$ cat src/rtl/i2s_clock_gen.sv
// ---------------------------------------------------------------------------
// i2s_clock_gen
// Parametrised I2S/TDM bit-clock and frame-sync generator. Everything runs in
// the mclki domain: bclk is divided down from mclki, lrck marks the frame, and
// single-cycle strobes plus slot/bit indices let a serialiser stay in step.
//
// Ports
//   mclki          master clock (sole clock)
//   rst_n          synchronous reset, active low
//   enable         run request; dropping it stops cleanly at the end of the frame
//   cfg_bclk_half  mclki cycles per bclk half-period (0 treated as 1)
//   cfg_word_width bclk cycles per slot (clamped to 8..WORD_W_MAX)
//   cfg_slots      slots per frame (clamped to 1..TDM_MAX)
//   cfg_fs_mode    0/3 = 50% duty, 1 = one-bclk pulse, 2 = one-slot pulse
//   cfg_fs_invert  invert lrck while running
//   bclk, lrck     generated bit clock and frame sync
//   bclk_rise      high on the cycle bclk goes 0->1
//   bclk_fall      high on the cycle bclk goes 1->0
//   frame_start    high on the cycle the frame bit counter returns to 0
//   slot_idx       current slot within the frame
//   bit_idx        current bit within the slot, 0 = MSB
//   running        high while a frame is being generated (RUN or STOP)
// ---------------------------------------------------------------------------
module i2s_clock_gen #(
    parameter int DIV_W      = 8,
    parameter int WORD_W_MAX = 32,
    parameter int TDM_MAX    = 16
) (
    input  logic                          mclki,
    input  logic                          rst_n,
    input  logic                          enable,
    input  logic [DIV_W-1:0]              cfg_bclk_half,
    input  logic [5:0]                    cfg_word_width,
    input  logic [4:0]                    cfg_slots,
    input  logic [1:0]                    cfg_fs_mode,
    input  logic                          cfg_fs_invert,
    output logic                          bclk,
    output logic                          lrck,
    output logic                          bclk_rise,
    output logic                          bclk_fall,
    output logic                          frame_start,
    output logic [$clog2(TDM_MAX)-1:0]    slot_idx,
    output logic [$clog2(WORD_W_MAX)-1:0] bit_idx,
    output logic                          running
);

    localparam int SLOT_W = $clog2(TDM_MAX);
    localparam int BIT_W  = $clog2(WORD_W_MAX);
    localparam int FW     = $clog2(WORD_W_MAX * TDM_MAX + 1);

    localparam logic [5:0] W_MIN = 6'd8;
    localparam logic [5:0] W_LIM = 6'(WORD_W_MAX);
    localparam logic [4:0] S_LIM = 5'(TDM_MAX);

    typedef enum logic [1:0] {IDLE, RUN, STOP} state_t;

    state_t state, next_state;

    logic [DIV_W-1:0] h_c, h_q;
    logic [5:0]       w_c, w_q;
    logic [4:0]       s_c;
    logic [FW-1:0]    f_c, f_q;
    logic [1:0]       mode_q;
    logic             inv_q;

    logic [DIV_W-1:0] half_cnt;
    logic [FW-1:0]    fbit;
    logic [FW-1:0]    fbit_inc;
    logic [BIT_W-1:0] last_bit;

    logic tick, fall_evt, wrap, load_cfg;

    // Frame-sync level for a given frame bit position, before and after inversion.
    function automatic logic fs_level(input logic [FW-1:0] fb, input logic [FW-1:0] f,
                                      input logic [5:0] w, input logic [1:0] mode,
                                      input logic inv);
        logic lvl;
        case (mode)
            2'd1:    lvl = (fb == {FW{1'b0}});
            2'd2:    lvl = (fb < FW'(w));
            default: lvl = (fb >= (f >> 1));
        endcase
        return lvl ^ inv;
    endfunction

    // Clamp the live configuration into the legal range; only sampled into the
    // shadow registers at RUN entry and at frame wraps.
    always_comb begin
        h_c = (cfg_bclk_half == {DIV_W{1'b0}}) ? DIV_W'(1) : cfg_bclk_half;
        if (cfg_word_width < W_MIN)      w_c = W_MIN;
        else if (cfg_word_width > W_LIM) w_c = W_LIM;
        else                             w_c = cfg_word_width;
        if (cfg_slots == 5'd0)           s_c = 5'd1;
        else if (cfg_slots > S_LIM)      s_c = S_LIM;
        else                             s_c = cfg_slots;
        f_c = FW'(w_c) * FW'(s_c);
    end

    assign fbit_inc = fbit + FW'(1);
    assign last_bit = BIT_W'(w_q - 6'd1);

    // Next-state logic and the timing events that drive it. A wrap is the fall
    // edge that completes the last bit of the frame.
    always_comb begin
        next_state = state;
        tick       = 1'b0;
        fall_evt   = 1'b0;
        wrap       = 1'b0;
        if (state != IDLE) begin
            tick     = (half_cnt == h_q - DIV_W'(1));
            fall_evt = tick && bclk;
            wrap     = fall_evt && (fbit == f_q - FW'(1));
        end
        case (state)
            IDLE:    if (enable) next_state = RUN;
            RUN:     if (!enable) next_state = STOP;
            STOP: begin
                if (enable)    next_state = RUN;
                else if (wrap) next_state = IDLE;
            end
            default: next_state = IDLE;
        endcase
        load_cfg = ((state == IDLE) && enable) || (wrap && (next_state != IDLE));
    end

    // State register.
    always_ff @(posedge mclki) begin
        if (!rst_n) state <= IDLE;
        else        state <= next_state;
    end

    // Shadow configuration, so that mid-frame changes only land on a frame boundary.
    always_ff @(posedge mclki) begin
        if (!rst_n) begin
            h_q    <= '0;
            w_q    <= '0;
            f_q    <= '0;
            mode_q <= '0;
            inv_q  <= 1'b0;
        end else if (load_cfg) begin
            h_q    <= h_c;
            w_q    <= w_c;
            f_q    <= f_c;
            mode_q <= cfg_fs_mode;
            inv_q  <= cfg_fs_invert;
        end
    end

    // Divider, frame counters and registered outputs. Strobes are produced in
    // the same register stage as bclk so they line up with its edges. The new
    // frame's lrck level uses the freshly loaded configuration.
    always_ff @(posedge mclki) begin
        if (!rst_n) begin
            half_cnt    <= '0;
            bclk        <= 1'b0;
            lrck        <= 1'b0;
            bclk_rise   <= 1'b0;
            bclk_fall   <= 1'b0;
            frame_start <= 1'b0;
            fbit        <= '0;
            slot_idx    <= '0;
            bit_idx     <= '0;
            running     <= 1'b0;
        end else begin
            bclk_rise   <= 1'b0;
            bclk_fall   <= 1'b0;
            frame_start <= 1'b0;
            running     <= (next_state != IDLE);
            if (state == IDLE) begin
                half_cnt    <= '0;
                bclk        <= 1'b0;
                fbit        <= '0;
                slot_idx    <= '0;
                bit_idx     <= '0;
                frame_start <= enable;
                lrck        <= enable ? fs_level({FW{1'b0}}, f_c, w_c, cfg_fs_mode, cfg_fs_invert)
                                      : 1'b0;
            end else if (wrap && (next_state == IDLE)) begin
                half_cnt  <= '0;
                bclk      <= 1'b0;
                bclk_fall <= 1'b1;
                fbit      <= '0;
                slot_idx  <= '0;
                bit_idx   <= '0;
                lrck      <= 1'b0;
            end else begin
                if (tick) begin
                    half_cnt  <= '0;
                    bclk      <= ~bclk;
                    bclk_rise <= ~bclk;
                    bclk_fall <= bclk;
                end else begin
                    half_cnt <= half_cnt + DIV_W'(1);
                end
                if (wrap) begin
                    fbit        <= '0;
                    slot_idx    <= '0;
                    bit_idx     <= '0;
                    frame_start <= 1'b1;
                    lrck        <= fs_level({FW{1'b0}}, f_c, w_c, cfg_fs_mode, cfg_fs_invert);
                end else if (fall_evt) begin
                    fbit <= fbit_inc;
                    lrck <= fs_level(fbit_inc, f_q, w_q, mode_q, inv_q);
                    if (bit_idx == last_bit) begin
                        bit_idx  <= '0;
                        slot_idx <= slot_idx + SLOT_W'(1);
                    end else begin
                        bit_idx <= bit_idx + BIT_W'(1);
                    end
                end
            end
        end
    end

endmodule

$ cat config.mk
export PLATFORM = sky130hd
export DESIGN_NAME = i2s_clock_gen
export DESIGN_NICKNAME = d
export VERILOG_FILES = /design/src/rtl/i2s_clock_gen.sv
export SDC_FILE = /design/constraint.sdc
export NUM_CORES = 1
export LEC_CHECK = 0
export ABC_AREA = 1
export BUFFER_PORTS_ARGS = -buffer_cell sky130_fd_sc_hd__buf_4
export CAP_MARGIN = 30
export CORE_MARGIN = 2
export CORE_UTILIZATION = 60
export DETAILED_ROUTE_END_ITERATION = 8
export MAX_ROUTING_LAYER = met4
export PLACE_DENSITY = 0.9
export REMOVE_ABC_BUFFERS = 1
export SKIP_LAST_GASP = 1
export SLEW_MARGIN = 20
export SYNTH_ARGS = -nofsm -noshare
export SYNTH_HDL_FRONTEND = slang
export SYNTH_SLANG_ARGS = --single-unit
$ cat constraint.sdc
create_clock -name mclki -period 12 [get_ports mclki]
set_clock_uncertainty 0.15 [all_clocks]
set_input_delay 0 -clock mclki [delete_from_list [all_inputs] [get_ports mclki]]
set_output_delay 0 -clock mclki [all_outputs]
set_load 0.05 [all_outputs]
==> metrics.cfg <==
[critical_path]
critPathCaptureType = flip-flop
r2r_slack_ps = 8200
cp_max_fo = 10
r2r-start = h_q[0]$_SDFFE_PN0P_
crit_top_cell = nand2_1
r2r-end = h_q[6]$_SDFFE_PN0P_
critical_path.top_delay_family = adder cells
slowest_stage = dlygate4sd3_1
max_stage_delay_ps = 550
worst-path-buf-inv = 6
arrival_ps = 4880
reg2reg_depth = 20
crit_type = in -> reg
crit_cells = 28
startpoint_type = input port
crit_required_ps = 12090
crit_start = cfg_word_width[5]

[timing]
period_share_pct = 39.96
setup_violations = 0
drv_slew = 0
max_freq_mhz = 208.6
hold_violations = 0
rsz0062_at_grt = false
slew_headroom_pct = 45.00
hold_slack_ps = 78.06
worst_slew_pin_slew_ps = 824.1
tns_ps = 0
post-route-min-period_ps = 4795

[yosys]
async_flop_share_pct = 0
yosys-mux-area-fraction_pct = 0
ys_types = 44
synth_compound_gate_area_share_pct = 5.899
yosysSeqAreaShare_pct = 25.11
yosys.area_share.adder_pct = 15.59
synth-edff-count = 0
synthCells = 748
synth_top_family_by_area = simple AND/OR/NAND/NOR gates
ys_seq_elements = 62
synth_area_per_cell_um2 = 6.607
netlist_area_um2 = 4942
synth_xor_area_share_pct = 6.557
synthFlopType = dfxtp_1
yosysWarnings = 0
yosys.area_share.simple_pct = 36.38

[worst_hold_path]
hold_path_depth = 5
holdPathEnd = w_q[3]$_SDFFE_PN0P_
hold_class = in -> reg
hp-start = cfg_word_width[3]

[power]
pwr_density_cell_nw_per_um2 = 91.53
ir_drop_uv = 55.33
power_leakage_uw = 0.002903

[global_route]
grt_pass1_vias = 4707
grt_pass1_wl_um = 20600
grt_max_degree = 28
antenna_found_initial = 0
use_met3_pct = 5.347
use_met1_pct = 32.96
track_usage_pct = 29.84
overflow = 0
grt.busiest_layer = met2
globalRouteMet2Util_pct = 52.96

[floorplan]
chipHeight_um = 94.76
die_w_um = 94.76
initial_core_util_pct = 61.07
core-area_um2 = 8093
rows = 33
io_pins = 40
die_area_um2 = 8979

[clocking]
clock_latency_ps = 350
clkTransAtPathRegs_ps = 70
cts_resized = 0
cts_tree = built
root_buffer = clkbuf_8
cts_setup_buffers = 0
hold_buffers = 29
numClockSinks = 62
numCtsBuffers = 9
ctsHtreeMaxLevel = 3
clock_path_buffers = 2

[routing]
drt_first_pass_iters = 7
viasPerCell = 5.416
ant_nets = 0
drc = 0
routed-via-count = 4988
drt_iter0_drc = 265
wl_per_cell_um = 13.58
wl_um = 12510

[final_layout]
nets = 892
drive_above_1_share_pct = 8.701
fin_util_pct = 70.76
antenna_cells = 0
syn2layout_area_growth_pct = 15.87

[placement]
place.gp.congestion = 1.025
port_buffers = 39
hpwl_um = 8942

[run]
maxCapViolations = 0

[run_status]
status = finished clean

## through the flow
| stage | total power (µW) | instances | area [µm²] | worst slack [ps] |
|---|---|---|---|---|
| CTS | 520.1 | 921 | 5727 | 7396 |
| global route | 553.8 | 921 | 5727 | 6889 |
| finish | 524.1 | 921 | 5727 | 7205 |
| detailed placement | 356.9 | 877 | 5281 | 7585 |
| global placement | 351.5 | 877 | 5281 | 7784 |
| floorplan | 323.4 | 733 | 4857 | 8162 |
## power breakdown
part	switching [µW]	internal (µW)
Combinational	87.9	57.8
Clock	84.9	72.3
Sequential	7.04	214
## metal layers
metal  wire, µm  vias up
li1           -     2483
met1       4927     2230
met2       6389      233
met3        808       42
met4        382        0
met5          0        -
## area by class of cell
type                    count  area, µm²
flip-flops and latches     62       1241
clock inverters             5      27.53
repair buffers             68      583.1
inverters                 115      431.7
fillers                   643       2366
well taps                 105      131.4
clock buffers              10      127.6
multi-input cells         556       3184
## cells in the mapped netlist, types with 3 or more instances
master    number  area share [%]
nor3_1         9            0.91
nand3_1       66             6.7
nand4_1        8             1.0
a21oi_1       32             3.2
nor2_1       124             9.4
xor2_1        23             4.1
o21ai_0       10             1.0
nand2_1      171              13
clkbuf_1       6            0.46
nor4_1         4            0.51
inv_1        110             8.4
nor2_2         3            0.38
buf_6          3            0.68
fa_1          11             4.5
buf_1          3            0.23
nor3b_1        3            0.46
ha_1          44              11
dfxtp_1       62              25
inv_2          4            0.30
nand3b_1       6            0.91
xnor2_1       14             2.5
## cells in the final DEF, fill, tap and decap left out, types with 3 or more instances in the layout
cell,instances
nand2_1,171
nor2_1,124
inv_1,110
nand3_1,66
dfxtp_1,62
ha_1,44
buf_4,39
a21oi_1,32
dlygate4sd3_1,29
xor2_1,23
xnor2_1,14
fa_1,11
o21ai_0,10
nor3_1,9
clkbuf_8,9
nand4_1,8
nand3b_1,6
nor4_1,4
inv_2,4
clkinv_2,4
nor2_2,3
nor3b_1,3
## worst register-to-register path, cell delays in order, from the launching register on
cell           delay, ps
dfxtp_1              360
inv_1                 70
ha_1                 260
nand2_1              130
nand2_1               60
nand2_1               50
nand2_1               40
nor2_1                90
nand3_1               90
nor2_2               190
nand3_4              170
nor2_8               270
nand3_2              100
nand2_2              100
nand2_2               70
nand2_4              240
nand2_4              170
inv_2                330
nor2_1               100
nor2_1               140
dlygate4sd3_1        570
## registers in the layout (all words and copies together), names as in the netlist
| signal | cells |
|---|---|
| f_q | 10 |
| fbit | 10 |
| h_q | 8 |
| half_cnt | 8 |
| w_q | 6 |
| bit_idx | 5 |
| slot_idx | 4 |
| mode_q | 2 |
| state | 2 |
| bclk | 1 |
| bclk_fall | 1 |
| bclk_rise | 1 |
| frame_start | 1 |
| inv_q | 1 |
| lrck | 1 |
| running | 1 |
## cell families (layout without fill, tap and decap cells)
logic type / Yosys count / in the layout
compound gates: 53 / 53
xor+xnor: 37 / 37
fa+ha+maj: 55 / 55
buf+inv: 130 / 198
flops: 62 / 62
simple gates: 411 / 411
## worst max-delay path by stage
stage	end	slack (ps)
2_1_floorplan	lrck$_SDFFE_PN0P_	8160
3_3_place_gp	lrck$_SDFFE_PN0P_	7780
3_5_place_dp	lrck$_SDFFE_PN0P_	7580
4_1_cts	lrck$_SDFFE_PN0P_	7400
5_1_grt	lrck$_SDFFE_PN0P_	6890
6_report	lrck$_SDFFE_PN0P_	7210
Power figures use the tool's default switching activity.
